File: src/rtl/mem_arbiter_pkg.sv
// Shared memory-bus definitions: bus command encodings, arbiter FSM state
// encodings and a small request-decode helper. Imported by the arbiter and
// by anything that talks to the shared bus.
package mem_arbiter_pkg;

  typedef enum logic [1:0] {
    M_NONE  = 2'b00,
    M_READ  = 2'b01,
    M_WRITE = 2'b10
  } cmd_t;

  typedef enum logic [1:0] {
    IDLE   = 2'b00,
    ACCESS = 2'b01,
    RESP   = 2'b10
  } state_t;

  // Only READ and WRITE are real requests; 2'b11 is treated like M_NONE.
  function automatic logic is_req(input logic [1:0] cmd);
    return (cmd == M_READ) || (cmd == M_WRITE);
  endfunction

endpackage

File: src/rtl/mem_arbiter_if.sv
// Bundle of the requester-side and bus-side signals of mem_arbiter.
//   r0_*/r1_*  : requester command/address/write data in, done/read data out
//   m_*        : shared memory/I/O bus (command, address, write data out,
//                read data in one cycle after the address)
//   owner/busy : arbitration status
// Handshake: a requester raises rK_cmd (READ or WRITE) with addr/wdata and
// holds all three stable until it samples rK_done high for one cycle; on that
// same edge it may drop or change the request. rK_rdata is valid from the
// cycle after done and holds until the requester's next read completes.
// modport master: the arbiter's view. modport slave: requesters + memory.
interface mem_arbiter_if #(
  parameter int DW = 16,
  parameter int AW = 9
);
  logic [1:0]    r0_cmd;
  logic [1:0]    r1_cmd;
  logic [AW-1:0] r0_addr;
  logic [AW-1:0] r1_addr;
  logic [DW-1:0] r0_wdata;
  logic [DW-1:0] r1_wdata;
  logic          r0_done;
  logic          r1_done;
  logic [DW-1:0] r0_rdata;
  logic [DW-1:0] r1_rdata;
  logic [1:0]    m_cmd;
  logic [AW-1:0] m_addr;
  logic [DW-1:0] m_wdata;
  logic [DW-1:0] m_rdata;
  logic          owner;
  logic          busy;

  modport master (
    input  r0_cmd, r1_cmd, r0_addr, r1_addr, r0_wdata, r1_wdata, m_rdata,
    output r0_done, r1_done, r0_rdata, r1_rdata,
    output m_cmd, m_addr, m_wdata, owner, busy
  );

  modport slave (
    output r0_cmd, r1_cmd, r0_addr, r1_addr, r0_wdata, r1_wdata, m_rdata,
    input  r0_done, r1_done, r0_rdata, r1_rdata,
    input  m_cmd, m_addr, m_wdata, owner, busy
  );
endinterface

File: src/rtl/vDFFE.sv
// Enable register with asynchronous active-low clear.
//   clk   : clock
//   reset : asynchronous active-low clear to zero
//   en    : load d on the rising edge when high, otherwise hold
//   d/q   : N-bit data in / registered data out
module vDFFE #(
  parameter int N = 1
) (
  input  logic         clk,
  input  logic         reset,
  input  logic         en,
  input  logic [N-1:0] d,
  output logic [N-1:0] q
);
  always_ff @(posedge clk or negedge reset) begin
    if (!reset)  q <= '0;
    else if (en) q <= d;
  end
endmodule

File: src/rtl/mem_arbiter.sv
// Two-requester round-robin arbiter for a shared synchronous memory/I/O bus.
// Moore FSM IDLE -> ACCESS -> RESP -> IDLE: the bus command is driven for the
// single ACCESS cycle, done (and read data capture) happens in RESP.
//   clk       : clock, rising edge
//   reset     : asynchronous active-low reset
//   bus       : mem_arbiter_if master modport (requesters + shared bus)
//   dbg_state : current FSM state
// Addresses are forwarded untouched, including the I/O half (bit AW-1 = 1).
module mem_arbiter
  import mem_arbiter_pkg::*;
#(
  parameter int DW = 16,
  parameter int AW = 9
) (
  input  logic           clk,
  input  logic           reset,
  mem_arbiter_if.master  bus,
  output state_t         dbg_state
);

  state_t        state, state_next;
  logic          p0, p1;
  logic          grant_any;   // a grant happens on this edge
  logic          grant_sel;   // 1 = requester 1 wins
  logic          last_grant;  // round-robin pointer
  logic          owner_q;
  logic [1:0]    lat_cmd;
  logic [AW-1:0] lat_addr;
  logic [DW-1:0] lat_wdata;
  logic [DW-1:0] rdata0, rdata1;

  assign p0 = is_req(bus.r0_cmd);
  assign p1 = is_req(bus.r1_cmd);

  // Requester 1 wins when it is alone, or on a tie when 0 was granted last.
  assign grant_sel = p1 & (~p0 | ~last_grant);
  assign grant_any = (state == IDLE) & (p0 | p1);

  // Latched request. m_addr/m_wdata come straight from these registers, so
  // they naturally hold their last values outside ACCESS.
  vDFFE #(.N(2)) u_lat_cmd (
    .clk(clk), .reset(reset), .en(grant_any),
    .d(grant_sel ? bus.r1_cmd : bus.r0_cmd), .q(lat_cmd)
  );
  vDFFE #(.N(AW)) u_lat_addr (
    .clk(clk), .reset(reset), .en(grant_any),
    .d(grant_sel ? bus.r1_addr : bus.r0_addr), .q(lat_addr)
  );
  vDFFE #(.N(DW)) u_lat_wdata (
    .clk(clk), .reset(reset), .en(grant_any),
    .d(grant_sel ? bus.r1_wdata : bus.r0_wdata), .q(lat_wdata)
  );

  // Reset points the round-robin pointer at requester 1 so requester 0 wins
  // the first tie, while owner itself reads 0.
  always_ff @(posedge clk or negedge reset) begin
    if (!reset) begin
      state      <= IDLE;
      last_grant <= 1'b1;
      owner_q    <= 1'b0;
    end else begin
      state <= state_next;
      if (grant_any) begin
        owner_q    <= grant_sel;
        last_grant <= grant_sel;
      end
    end
  end

  always_comb begin
    state_next  = state;
    bus.m_cmd   = M_NONE;
    bus.r0_done = 1'b0;
    bus.r1_done = 1'b0;
    bus.busy    = 1'b1;
    case (state)
      IDLE: begin
        bus.busy = 1'b0;
        if (p0 | p1) state_next = ACCESS;
      end
      ACCESS: begin
        bus.m_cmd  = lat_cmd;
        state_next = RESP;
      end
      RESP: begin
        bus.r0_done = ~owner_q;
        bus.r1_done = owner_q;
        state_next  = IDLE;
      end
      default: state_next = IDLE;
    endcase
  end

  // Synchronous RAM returns data during RESP; capture it for the owner.
  always_ff @(posedge clk or negedge reset) begin
    if (!reset) begin
      rdata0 <= '0;
      rdata1 <= '0;
    end else if (state == RESP && lat_cmd == M_READ) begin
      if (owner_q) rdata1 <= bus.m_rdata;
      else         rdata0 <= bus.m_rdata;
    end
  end

  assign bus.m_addr   = lat_addr;
  assign bus.m_wdata  = lat_wdata;
  assign bus.r0_rdata = rdata0;
  assign bus.r1_rdata = rdata1;
  assign bus.owner    = owner_q;
  assign dbg_state    = state;

endmodule

File: src/flat_wrapper.sv
// flat-port wrapper written by rule: the top's interface ports become plain ports
module mem_arbiter_flat import mem_arbiter_pkg::*;
#(
  parameter int DW = 16,
  parameter int AW = 9
)
  (clk, reset, dbg_state, bus_r0_cmd, bus_r1_cmd, bus_r0_addr, bus_r1_addr, bus_r0_wdata, bus_r1_wdata, bus_m_rdata, bus_r0_done, bus_r1_done, bus_r0_rdata, bus_r1_rdata, bus_m_cmd, bus_m_addr, bus_m_wdata, bus_owner, bus_busy);
  mem_arbiter_if #(.DW(DW), .AW(AW)) bus_i ();
  input  logic clk;
  input  logic reset;
  output state_t dbg_state;
  input wire logic [$bits(bus_i.r0_cmd)-1:0] bus_r0_cmd;
  input wire logic [$bits(bus_i.r1_cmd)-1:0] bus_r1_cmd;
  input wire logic [$bits(bus_i.r0_addr)-1:0] bus_r0_addr;
  input wire logic [$bits(bus_i.r1_addr)-1:0] bus_r1_addr;
  input wire logic [$bits(bus_i.r0_wdata)-1:0] bus_r0_wdata;
  input wire logic [$bits(bus_i.r1_wdata)-1:0] bus_r1_wdata;
  input wire logic [$bits(bus_i.m_rdata)-1:0] bus_m_rdata;
  output wire logic [$bits(bus_i.r0_done)-1:0] bus_r0_done;
  output wire logic [$bits(bus_i.r1_done)-1:0] bus_r1_done;
  output wire logic [$bits(bus_i.r0_rdata)-1:0] bus_r0_rdata;
  output wire logic [$bits(bus_i.r1_rdata)-1:0] bus_r1_rdata;
  output wire logic [$bits(bus_i.m_cmd)-1:0] bus_m_cmd;
  output wire logic [$bits(bus_i.m_addr)-1:0] bus_m_addr;
  output wire logic [$bits(bus_i.m_wdata)-1:0] bus_m_wdata;
  output wire logic [$bits(bus_i.owner)-1:0] bus_owner;
  output wire logic [$bits(bus_i.busy)-1:0] bus_busy;
  assign bus_i.r0_cmd = bus_r0_cmd;
  assign bus_i.r1_cmd = bus_r1_cmd;
  assign bus_i.r0_addr = bus_r0_addr;
  assign bus_i.r1_addr = bus_r1_addr;
  assign bus_i.r0_wdata = bus_r0_wdata;
  assign bus_i.r1_wdata = bus_r1_wdata;
  assign bus_i.m_rdata = bus_m_rdata;
  assign bus_r0_done = bus_i.r0_done;
  assign bus_r1_done = bus_i.r1_done;
  assign bus_r0_rdata = bus_i.r0_rdata;
  assign bus_r1_rdata = bus_i.r1_rdata;
  assign bus_m_cmd = bus_i.m_cmd;
  assign bus_m_addr = bus_i.m_addr;
  assign bus_m_wdata = bus_i.m_wdata;
  assign bus_owner = bus_i.owner;
  assign bus_busy = bus_i.busy;
  mem_arbiter #(.DW(DW), .AW(AW)) u_core (.clk(clk), .reset(reset), .bus(bus_i), .dbg_state(dbg_state));
endmodule
File: config.mk
export PLATFORM = sky130hd
export DESIGN_NAME = mem_arbiter_flat
export DESIGN_NICKNAME = d
export VERILOG_FILES = /design/src/rtl/mem_arbiter_pkg.sv /design/src/rtl/mem_arbiter_if.sv /design/src/rtl/vDFFE.sv /design/src/rtl/mem_arbiter.sv /design/src/flat_wrapper.sv
export SDC_FILE = /design/constraint.sdc
export NUM_CORES = 1
export LEC_CHECK = 0
export ABC_AREA = 0
export BUFFER_PORTS_ARGS = -buffer_cell sky130_fd_sc_hd__buf_2
export CORE_UTILIZATION = 29
export DETAILED_ROUTE_END_ITERATION = 7
export PLACE_DENSITY = 0.63
export SKIP_CTS_REPAIR_TIMING = 1
export SLEW_MARGIN = 20
export SYNTH_ARGS = -nofsm -noshare
export SYNTH_HDL_FRONTEND = slang
export SYNTH_SLANG_ARGS = --single-unit
export TNS_END_PERCENT = 1
File: constraint.sdc
create_clock -name clk -period 1.7 [get_ports clk]
set_clock_uncertainty 0.2 [all_clocks]
set_input_delay 0.51 -clock clk [delete_from_list [all_inputs] [get_ports clk]]
set_output_delay 0.51 -clock clk [all_outputs]
set_load 0.05 [all_outputs]
**Word level (Yosys, flattened, before mapping)**

Cells that the tools add are included.

- Flip-flop bits (word level): 63
- Bits of input ports: 72
- Output and inout port bits: 65

- Eq/ne operators: 8
- Multiplexer cells: 9
- Bitwise gates (word level): 7
- Reductions and logical operators: 6

Operator list:

| kind | number |
|---|---|
| 16-bit two-way mux | 1 |
| 9-bit two-way mux | 1 |
| 2-bit by 1-bit == test with 1-bit output (second input constant) | 4 |
| 2-bit == test (second input constant) | 3 |
| 2-bit two-way mux | 3 |
| 2-bit case mux with 2 select lines | 1 |
| 2-bit AND reduction | 2 |
| 1-bit two-way mux | 3 |
| 1-bit inverter | 3 |
| 1-bit bitwise AND | 2 |
| 2-bit logical NOT | 1 |
| 1-bit logical OR | 2 |
| 2-bit != test (second input constant) | 1 |
| 1-bit bitwise OR | 2 |
| 1-bit logical AND | 1 |

**Depth between registers and ports, before layout**

Gate-level depths: netlist (run 1).

- Depth in word-level cells: 6
- Mapped depth: 6
- Depth with buffers taken out: 4

**Hierarchy**

From an unflattened synthesis (run 1), not the netlist that was laid out.

- Cells, all modules: 183
- Area, all modules: 2,881.5 um^2

Modules (own cells, without submodules):

| module | times used | cells an instance | area each (um^2) |
|---|---|---|---|
| mem_arbiter | 1 | 126 | 1,788.0 |
| vDFFE (u_core.u_lat_wdata) | 1 | 34 | 649.4 |
| vDFFE (u_core.u_lat_addr) | 1 | 19 | 371.6 |
| vDFFE (u_core.u_lat_cmd) | 1 | 4 | 72.6 |

**Least setup slack after synthesis (run 1)**

No wires, ideal clock.

- Path kind: reg2reg
- Start point: register u_core.owner_q, in the netlist u_core.bus.owner
- End point: register u_core.rdata1[10], in the netlist u_core.bus.r1_rdata[10]
- Data arrival time: 2.424 ns
- Required time: 1.375 ns
- Slack: -1.049 ns
- Stages on the path, launching flop included: 6
- Buffers on the path: 1
- Period minus slack after synthesis: 2.749 ns
- Cells stage by stage: dfrtp_1 -> inv_1 -> nor3b_2 -> nor3b_4 -> buf_8 -> mux2_2

- Longest elaborated chain between the ends: 1

Ends and longest elaborated chain:

| item | line | RTL |
|---|---|---|
| from (decl) | mem_arbiter.sv:26 | `logic owner_q;` |
| from (signal assigned) | mem_arbiter.sv:64 | `owner_q <= grant_sel;` |
| 2-bit AND reduction (no line) | n/a |  |
| to (signal assigned) | mem_arbiter.sv:100 | `if (owner_q) rdata1 <= bus.m_rdata;` |
| to (decl) | mem_arbiter.sv:30 | `logic [DW-1:0] rdata0, rdata1;` |

No other way between the ends.
A chain may end at the register's enable or synchronous reset.

**Final worst setup path (run 1)**

- Start point: register u_core.owner_q, in the netlist u_core.bus.owner
- End point: output bus_r0_done

- Longest elaborated chain between the ends: 2

Ends and longest elaborated chain:

| item | line | RTL |
|---|---|---|
| 1-bit inverter | mem_arbiter.sv:86 | `bus.r0_done = ~owner_q;` |
| 1-bit two-way mux | mem_arbiter.sv:76 | `case (state)` |
| to (decl) | flat_wrapper.sv:19 | `output wire logic [$bits(bus_i.r0_done)-1:0] bus_r0_done;` |

No other way between the ends.

==> summary.md, run 1 <==
| Metric | Value |
|---|---|
| Die footprint | approximately 9700 µm² |
| Num CTS Buffers | 9 |
| 1st-iter DRT viols | between 50 and 60 |
| N_diodes | 0 |
| # setup viols final | 40 |
| RSZ-0062 raised after global routing | true |
| Share of post-route cells with drive strength above 1 | 55.4% |
| Outcome | complete, but fails checks |
| Leak Pwr | between 2 and 2.5 nW |
| Comb pwr share | 56.8% |
| Grt ovf | 0 |
| # IOs | 137 |
| Root Driver | clkbuf_8 |
| Post-Syn Area | approximately 2700 µm² |
| Core area | approximately 8800 µm² |
| FF-to-FF setup slack | -130 ps |
| Vias per inst | 4.46 |
| Global Route Usage Sum | between 10% and 20% |
| Peak supply drop | 0.00104 V |
| Largest net degree at the start of global routing | 48 |
| Setup TNS | -4900 ps |
| Width of the die | ~98 µm |
| Maxcap violations | 0 |
| Sink Count | between 60 and 70 |
| Setup WS post-layout | -278 ps |
| Pre-antenna DRT Iters | 6 |
| Cell Count, Final, Fillers Out | ~500 |
| Vias in the first global route | roughly 2.2k |
| Final Hold Viols | 0 |
| CP max FO | 3 |
| Via count | ~2.3k |
| Clock tree buffer depth | 2 |
| Synthesized area per cell | 11.2 µm² |
| Core Rows | 34 |
| Syn Nets | 312 |
| CP Launch Type | flip-flop |
| PortBufs | ~140 |
| CTS tree | done |
| WS Path Type | flip-flop to output pin |
| P_sw | 4.86 mW |
| Gate Count Post-Synth | 240 |
| Area Overhead vs Synth | 53.6% |
| Reg clk slew, reported paths | around 70 ps |
| Max-slew violation count | 0 |
| Final worst path period share | 116% |
| Pint | 5.08 mW |
| Fillers | about 840 |
| Post-route ant nets | 0 |
| Number of synthesis warnings | 0 |
| Failing checks | design-rule violations, negative setup slack |
| Starting density of the core | a little under a third |
| First-pass GRT wire length | 10700 µm |
| Slew headroom | 73.1% |
| Total routed wirelength | 6750 µm |
| Clock network fraction of design power | approximately 16% |
| Register bit total from synthesis | between 60 and 70 |
| Sequential share of power | approximately 27% |
| Yosys cell types | 25 |
| Initial antenna violation count | 0 |
| WL/cell | 13.2 µm |
| Critical Path RT | 990 ps |
| Total Power | around 9.9 mW |
| Worst-margin pin slew | roughly 400 ps |
| Skew-Pair Late Insertion Delay | approximately 330 ps |
| Die Height | about 100 µm |
| Min cycle time layout | approximately 2000 ps |
| Crit path DAT | 1270 ps |
| Placer congestion estimate | about 0.71 |
| Dpl hpwl | roughly 4900 µm |
| H-tree levels | 3 |
| Pwr Density | between 2000 and 2500 nW/µm² |
| Fmax | around 0.51 GHz |
| HP Class | primary input to flip-flop |
| # DRC | 9 |
| Switch share | ~49% |
| Placed Instances | slightly below 500 |
| Nets | about 470 |
| Worst Setup End Kind | output pin |
| Register area share after synthesis | between 50% and 60% |
==> synth_stat cells <==
master / count / area share [%]
nand2_1: 52 / 7.3
xnor2_1: 2 / 0.65
buf_8: 1 / 0.56
clkbuf_1: 1 / 0.14
nor2b_1: 3 / 0.70
inv_1: 3 / 0.42
nand3b_2: 1 / 0.42
buf_4: 4 / 1.1
o21ba_2: 1 / 0.37
o21bai_2: 1 / 0.42
dfrtp_1: 62 / 58
nand2b_1: 1 / 0.23
o2111ai_1: 1 / 0.33
mux2_2: 33 / 14
buf_2: 7 / 1.3
and2_1: 2 / 0.47
o21ai_0: 6 / 1.1
o211ai_1: 1 / 0.28
dfstp_2: 1 / 0.98
a21oi_1: 2 / 0.37
a31oi_1: 25 / 5.8
nor3b_2: 2 / 0.93
nor3b_4: 1 / 0.70
or2_2: 1 / 0.23
nor2_1: 26 / 3.6
==> per-layer routing <==
layer | GRT usage (%) | wire length (µm)
met1 | 17.2 | 2890
met2 | 23.6 | 3200
met3 | 4.51 | 557
met4 | 5.97 | 99
met5 | 0 | 0
==> cell families (layout without fill, tap and decap cells) <==
| kind of cell | Yosys count | in the layout | share of synthesized area, % |
|---|---|---|---|
| flops | 63 | 63 | 58.7 |
| mux | 33 | 33 | 13.8 |
| xor+xnor | 2 | 2 | 0.652 |
| simple gates | 89 | 89 | 14.6 |
| compound gates | 37 | 37 | 8.71 |
| buf+inv | 16 | 180 | 3.54 |
==> power groups by stage <==
| stage | Sequential [mW] | Combinational [mW] | Clock (mW) |
|---|---|---|---|
| 2_1_floorplan | 5.13 | 1.50 | 0 |
| 3_3_place_gp | 2.69 | 5.30 | 0 |
| 3_5_place_dp | 2.70 | 5.35 | 0 |
| 4_1_cts | 2.69 | 5.35 | 1.65 |
| 5_1_grt | 2.80 | 5.95 | 1.71 |
| 6_report | 2.71 | 5.64 | 1.58 |
==> area by class of cell <==
| type | count | area [µm²] | share of cell area, % |
|---|---|---|---|
| Multi-Input combinational cell | 161 | 1110 | 26.9 |
| Sequential cell | 63 | 1580 | 38.3 |
| Clock buffer | 10 | 138 | 3.33 |
| Inverter | 3 | 11.3 | 0.273 |
| Clock inverter | 6 | 108 | 2.61 |
| Tap cell | 108 | 135 | 3.27 |
| Timing Repair Buffer | 161 | 1040 | 25.3 |
==> worst paths after layout <==
check                           depth (start not counted)                                 end                                from
worst max-delay path                                    3                         bus_r0_done        u_core.bus.owner$_DFFE_PN0P_
worst min-delay path                                    2  u_core.bus.r0_rdata[1]$_DFFE_PN0P_                      bus_m_rdata[1]
min in group asynchronous                               3  u_core.bus.r0_rdata[3]$_DFFE_PN0P_                               reset
worst min register to register                          1  u_core.bus.r0_rdata[5]$_DFFE_PN0P_  u_core.bus.r0_rdata[5]$_DFFE_PN0P_
max in group asynchronous                               3  u_core.bus.r1_rdata[8]$_DFFE_PN0P_                               reset
worst max register to register                          7  u_core.bus.r0_rdata[6]$_DFFE_PN0P_        u_core.bus.owner$_DFFE_PN0P_
==> cells in the final DEF, fill, tap and decap left out, types with 3 or more instances in the layout <==
cell type,n
buf_2,108
dfrtp_1,59
nand2_1,52
nor2_1,25
a31oi_1,25
buf_4,24
mux2_2,19
clkbuf_4,15
mux2_4,14
clkbuf_8,10
buf_6,7
o21ai_0,6
buf_12,6
nor3b_4,3
bufinv_16,3
dfrtp_2,3
==> sequential cells by signal (all words and copies together) (netlist names) <==
register              count
u_core.bus.owner          1
u_core.dbg_state          2
u_core.bus.r0_rdata      16
u_core.u_lat_cmd.q        2
u_core.u_lat_addr.q       9
u_core.bus.r1_rdata      16
u_core.last_grant         1
u_core.u_lat_wdata.q     16
==> critical path: stages (launching register included) <==
cell and delay (ps):
dfrtp_2 430, buf_6 120, nor3b_4 210, buf_6 190
==> per-stage QoR <==
stage	util, %	area [µm²]	hold slack (ps)	setup WS, ps
floorplan	-	2740	14.4	-710
global placement	42.0	3720	281	-149
detailed placement	42.0	3720	290	-185
CTS	44.8	3960	-68.4	-434
global route	46.6	4130	198	-328
finish	46.6	4130	223	-278
(Power assumes the default switching activity.)
==> inputs of run 2 (changes only) <==
--- a/config.mk
+++ b/config.mk
@@ -9,7 +9,6 @@
 export BUFFER_PORTS_ARGS = -buffer_cell sky130_fd_sc_hd__buf_2
 export CORE_UTILIZATION = 29
 export DETAILED_ROUTE_END_ITERATION = 7
-export PLACE_DENSITY = 0.63
 export SKIP_CTS_REPAIR_TIMING = 1
 export SLEW_MARGIN = 20
 export SYNTH_ARGS = -nofsm -noshare
==> run 2 against run 1 <==
  * The flow still finishes with violations (design-rule violations, negative setup slack)
  * Non-clock buffer count is 4 lower
  * Register-to-register slack better by 40 ps
  * Global-route usage is 0.37 points higher
  * Power is 2.4% lower
  * Wire length is 2.5% lower
  * Final cell count is 0.78% lower
  * Fmax is 2.0% lower
  * Flip-flop and latch count stayed put
  * Critical path depth is 1 lower
  * Largest cell class unchanged
==> summary.md, run 2 (synthesis results as in run 1) <==
| Metric | Value |
|---|---|
| # setup viols final | 33 |
| WS Path Type | flip-flop to output pin |
| Critical path depth in cells | 2 |
| Sink Count | 63 |
| Nets | 467 |
| Critical Path RT | roughly 990 ps |
| Vias in the first global route | around 2.3k |
| Crit path DAT | between 1000 and 1500 ps |
| Num CTS Buffers | 9 |
| Clock tree buffer depth | 2 |
| WP buf/inv | 1 |
| Skew-Pair Late Insertion Delay | between 300 and 400 ps |
| Reg clk slew, reported paths | approximately 80 ps |
| Initial antenna violation count | 0 |
| Slew headroom | between 70% and 80% |
| Dpl hpwl | between 4000 and 5000 µm |
| Core Rows | 34 |
| Global Route Usage Sum | roughly 15% |
| Share of post-route cells with drive strength above 1 | between 50% and 60% |
| Peak per-stage delay on the critical path | around 450 ps |
| Fillers | ~860 |
| Most common library cell in the layout ignoring fill and taps | buf_2 |
| Pre-CTS setup slack | -149 ps |
| CTS tree | done |
| CP max-delay cell | dfrtp_2 |
| Failing checks | design-rule violations, negative setup slack |
| Root Driver | clkbuf_8 |
| Pwr Density | roughly 2400 nW/µm² |
| Most frequent cells in the layout | 96 x buf_2, 59 x dfrtp_1, 52 x nand2_1, 32 x clkbuf_4, 26 x nor2_1 |
| Via count | about 2.3k |
| Maxcap violations | 0 |
| WL/cell | 12.9 µm |
| Max-slew violation count | 0 |
| CP Launch Type | flip-flop |
| Placed Instances | a little under 500 |
| Die Height | ~100 µm |
| Reg2reg start | u_core.dbg_state[0]$_DFFE_PN0P_ |
| Starting density of the core | 30.4% |
| Cell Count, Final, Fillers Out | around 510 |
| Peak supply drop | roughly 0.00090 V |
| # IOs | approximately 140 |
| Grt ovf | 0 |
| Worst Setup End Kind | output pin |
| Placer congestion estimate | 0.727 |
| Vias per inst | between 4 and 5 |
| First-pass GRT wire length | between 10000 and 15000 µm |
| Total routed wirelength | about 6600 µm |
| N_diodes | 0 |
| PortBufs | between 100 and 150 |
| Crit path from | u_core.dbg_state[1]$_DFFE_PN0P_ |
| Min cycle time layout | about 2000 ps |
| Crit path max-delay family | flip-flops |
| Worst Reg-to-Reg Cells | 4 |
| Total Power | a little under 10 mW |
| Area Overhead vs Synth | 52.5% |
| Seq. cell area | 1580 µm² |
| Outcome | complete, but fails checks |
| Final worst path period share | 119% |
| Width of the die | ~98 µm |
| Final Hold Viols | 0 |
| HP Class | primary input to asynchronous set/reset pin |
| Area occupied by multi-input gates | around 1100 µm² |
| Critical-path cell list | or2_2, buf_6 |
| Leak Pwr | about 2.0 nW |
| Die footprint | ~9700 µm² |
| H-tree levels | 3 |
| # DRC | 11 |
| Pre-antenna DRT Iters | 8 |
| 1st-iter DRT viols | 98 |
| Worst-margin pin slew | 406 ps |
| RSZ-0062 raised after global routing | true |
| Fmax | 0.495 GHz |
| Setup WS post-layout | -319 ps |
| Post-route ant nets | 0 |
| CP max FO | 5 |
| Core area | a little under 9000 µm² |
| Largest net degree at the start of global routing | 39 |
## run 2: changes by cell type in the layout (fill, tap and decap cells not counted), sizes merged
cell	change
dlygate4sd3	-1
clkbuf	+18
buf	-20
bufinv	-2
clkinv	-1
clkinvlp	+2
## run 2: metal layers
metal	part of all wire, %	GRT usage (%)	routed length (µm)
met1	43	17.3	2820
met2	48	24.6	3160
met3	8.3	5.30	545
met4	0.79	4.94	52
met5	0	0	0
## run 2: final timing paths
check / end / slack [ps]
setup / recovery: bus_busy / -320
hold / removal: u_core.u_lat_wdata.q[13]$_DFFE_PN0P_ / 0.1
setup reg to reg: u_core.bus.r1_rdata[14]$_DFFE_PN0P_ / -90
hold reg to reg: u_core.bus.r0_rdata[12]$_DFFE_PN0P_ / 300
max in group asynchronous: u_core.last_grant$_DFFE_PN1P_ / 980
min in group clk: u_core.u_lat_wdata.q[13]$_DFFE_PN0P_ / 210
## run 2: metrics by stage
step | utilization (%) | TNS, ps | cell area [µm²] | hold slack, ps
finish | 46.3 | -3150 | 4100 | 0.139
CTS | 44.2 | -3860 | 3910 | 4.32
global route | 46.3 | -6920 | 4100 | 14.5
detailed placement | 41.9 | -4780 | 3710 | 287
global placement | 41.9 | -3800 | 3710 | 282
floorplan | - | -25850 | 2740 | 14.4
## run 2: layout make-up
cell class	instances	share of cell area, %
Multi-Input combinational cell	161	27.3
Tap cell	108	3.30
Sequential cell	63	38.6
Clock inverter	5	1.40
Inverter	3	0.275
Clock buffer	11	3.45
Timing Repair Buffer	157	25.6
## run 2: worst register-to-register path, cell delays in order (launching register included)
cell	delay, ps
dfrtp_2	460
nor3b_4	240
nor3b_4	250
buf_12	210
mux2_4	330
## run 2: report_power, final
group / switching [mW] / internal (mW)
logic: 3.83 / 1.87
clock network: 0.588 / 0.715
registers: 0.444 / 2.25
total: 4.86 / 4.84
==> inputs of run 3 (changes only) <==
--- a/config.mk
+++ b/config.mk
@@ -13,5 +13,6 @@
 export SLEW_MARGIN = 20
 export SYNTH_ARGS = -nofsm -noshare
 export SYNTH_HDL_FRONTEND = slang
+export SYNTH_HIERARCHICAL = 1
 export SYNTH_SLANG_ARGS = --single-unit
 export TNS_END_PERCENT = 1
==> run 3 against run 2 <==
  * The flow finishes with violations (negative setup slack)
  * Final area increased by 5.5%
  * First-iteration DRC count decreased by 48%
  * Synthesized area increased by 7.2%
  * Via count decreased by 8.7%
  * Clock power increased by 23%
  * Fmax increased by 2.1%
==> summary.md, run 3 <==
| Metric | Value |
|---|---|
| Outcome | complete, but fails checks |
| Failing checks | negative setup slack |
| Total routed wirelength | between 6000 and 7000 µm |
| Post-synth EDFFs | 0 |
| RSZ-0062 raised after global routing | true |
| N_diodes | 0 |
| Synth top area share | between 50% and 60% |
| Vias in the first global route | around 2k |
| 1st-iter DRT viols | 51 |
| Mux cell area share after synthesis | 35.3% |
| Final hold slack | 222 ps |
| Critical Path RT | ~990 ps |
| FF-to-FF setup slack | -70 ps |
| # setup viols final | 64 |
| Simple-gate portion of the synthesized area | roughly 2.5% |
| First-pass GRT wire length | just under 10000 µm |
| Worst Setup End Kind | output pin |
| Starting density of the core | 29.8% |
| Pwr Density | ~2400 nW/µm² |
| Register area share after synthesis | between 50% and 60% |
| Width of the die | slightly above 100 µm |
| Worst-margin pin slew | between 400 and 500 ps |
| Max-slew violation count | 0 |
| Critical-path cell list | nor2b_4, and2_4, buf_8 |
| Crit path from | u_core/dbg_state[0]$_DFFE_PN0P_ |
| CP max-delay cell | dfrtp_2 |
| Core Rows | 36 |
| WS Path Type | flip-flop to output pin |
| Vias per inst | about 4.3 |
| Reg2reg start | u_core/dbg_state[0]$_DFFE_PN0P_ |
| HP Start | bus_m_rdata[9] |
| Yosys cell types | 24 |
| Adder-Cell Fraction of Synth Area | 0% |
| Worst Reg-to-Reg Cells | 4 |
| Die footprint | between 10000 and 15000 µm² |
| Root Driver | clkbuf_8 |
| Global Route Usage Sum | between 10% and 20% |
| Peak supply drop | between 0.0009 and 0.001 V |
| Nets | 417 |
| Most instantiated cells after synthesis | 64 x mux2_2, 62 x dfrtp_1, 19 x mux2_4, 6 x inv_1, 5 x buf_6 |
| H-tree levels | 3 |
| Most common library cell in the layout ignoring fill and taps | buf_2 |
| XOR/XNOR share of the synthesized area | 0.608% |
| Placer congestion estimate | 0.638 |
| PortBufs | roughly 140 |
| # DRC | 0 |
| Skew-Pair Late Insertion Delay | around 330 ps |
| Hold-critical path depth | 2 |
| Grt ovf | 0 |
| Num CTS Buffers | 9 |
| # IOs | about 140 |
| Top-count cell post-synth | mux2_2 |
| Fillers | slightly below 900 |
| Post-route ant nets | 0 |
| Setup TNS | -5490 ps |
| Setup WS post-layout | -277 ps |
| Die Height | ~100 µm |
| Crit path DAT | approximately 1300 ps |
| Maxcap violations | 0 |
| Share of flip-flops with an asynchronous set or reset | between 90% and 100% |
| Clock tree buffer depth | 2 |
| Final Hold Viols | 0 |
| Syn Nets | 255 |
| Core area | just under 10000 µm² |
| Final worst path period share | 116% |
| Largest net degree at the start of global routing | 33 |
| Peak per-stage delay on the critical path | 450 ps |
| WL/cell | around 13 µm |
| Via count | ~2.1k |
| Area occupied by multi-input gates | around 1300 µm² |
| CTS tree | done |
| Share of post-route cells with drive strength above 1 | approximately 78% |
| Area contributors post-synth | dfrtp_1 54%, mux2_2 25%, mux2_4 9.9% |
| Ys flop type | dfrtp_1 |
| Min cycle time layout | 1980 ps |
| Leak Pwr | between 2 and 2.5 nW |
| Pre-antenna DRT Iters | 3 |
| Slew headroom | between 70% and 80% |
| Area Overhead vs Synth | 50.1% |
| CP Launch Type | flip-flop |
| Most frequent cells in the layout | 99 x buf_2, 59 x dfrtp_1, 58 x mux2_2, 26 x clkbuf_4, 25 x mux2_4 |
| Number of synthesis warnings | 6 |
| Top cell type by total area after synthesis | dfrtp_1 |
| Register bit total from synthesis | 63 |
| Area fraction in compound gates after synthesis | under 10% |
| Initial antenna violation count | 0 |
| CP max FO | 5 |
| Dpl hpwl | ~4700 µm |
| Synthesized area per cell | about 16 µm² |
| Reg clk slew, reported paths | approximately 80 ps |
| Fmax | roughly 0.51 GHz |
| Gate Count Post-Synth | between 150 and 200 |
| Post-Syn Area | between 2000 and 3000 µm² |
| HP Class | primary input to flip-flop |
| Sink Count | 63 |
| Largest family of logic cells by synthesized area | multiplexers |
| Seq. cell area | ~1600 µm² |
-- run 3: changes by cell type after synthesis, moves of 19 or more --
cell,delta
mux2_4,+19
nand2_1,-52
nor2_1,-25
a31oi_1,-25
mux2_2,+31
-- run 3: cell type report --
class	count	share of cell area (%)
Sequential cell	63	36.6
Multi-Input combinational cell	106	29.2
Timing Repair Buffer	159	24.2
Tap cell	133	3.85
Clock buffer	9	2.86
Clock inverter	7	2.78
Inverter	6	0.521
-- run 3: report_power, final --
group          switching [mW]  internal (mW)
combinational            3.76           2.27
clock                   0.617          0.979
sequential              0.465           2.28
total                    4.84           5.53
-- run 3: logic make-up after synthesis --
kind of cell              Yosys count
and+or+nand+nor                     9
xor gates and xnor gates            2
AOI/OAI and AO/OA                  11
DFF                                63
muxes                              84
buffers and inverters              14
-- run 3: final timing paths --
path,endpoint
setup / recovery,bus_m_cmd[1]
hold / removal,u_core/bus.r1_rdata[9]$_DFFE_PN0P_
setup reg to reg,u_core/bus.r1_rdata[11]$_DFFE_PN0P_
hold reg to reg,u_core/bus.r0_rdata[0]$_DFFE_PN0P_
max in group asynchronous,u_core/bus.r0_rdata[13]$_DFFE_PN0P_
min in group asynchronous,u_core/u_lat_cmd/q[0]$_DFFE_PN0P_
-- run 3: critical path: cells and delay by family (launching register included) --
family	cells	cell delay, ps
buf+inv	1	140
simple gates	2	340
flops	1	450
-- run 3: per-stage QoR --
step / setup slack [ps] / total power, mW / std cells / instance area [µm²] / util, %
2_1_floorplan: -388 / 7.03 / 183 / 2910 / -
3_3_place_gp: -453 / 8.24 / 462 / 3850 / 39.7
3_5_place_dp: -499 / 8.31 / 462 / 3850 / 39.7
4_1_cts: -402 / 9.96 / 478 / 4090 / 42.2
5_1_grt: -329 / 10.9 / 483 / 4320 / 44.7
6_report: -277 / 10.4 / 483 / 4320 / 44.7
-- run 3: routing by layer --
layer,global-route usage [%],share of wire (%)
met4,6.02,1.6
met2,17.9,43
met5,0,0
met1,16.0,47
met3,4.55,7.6
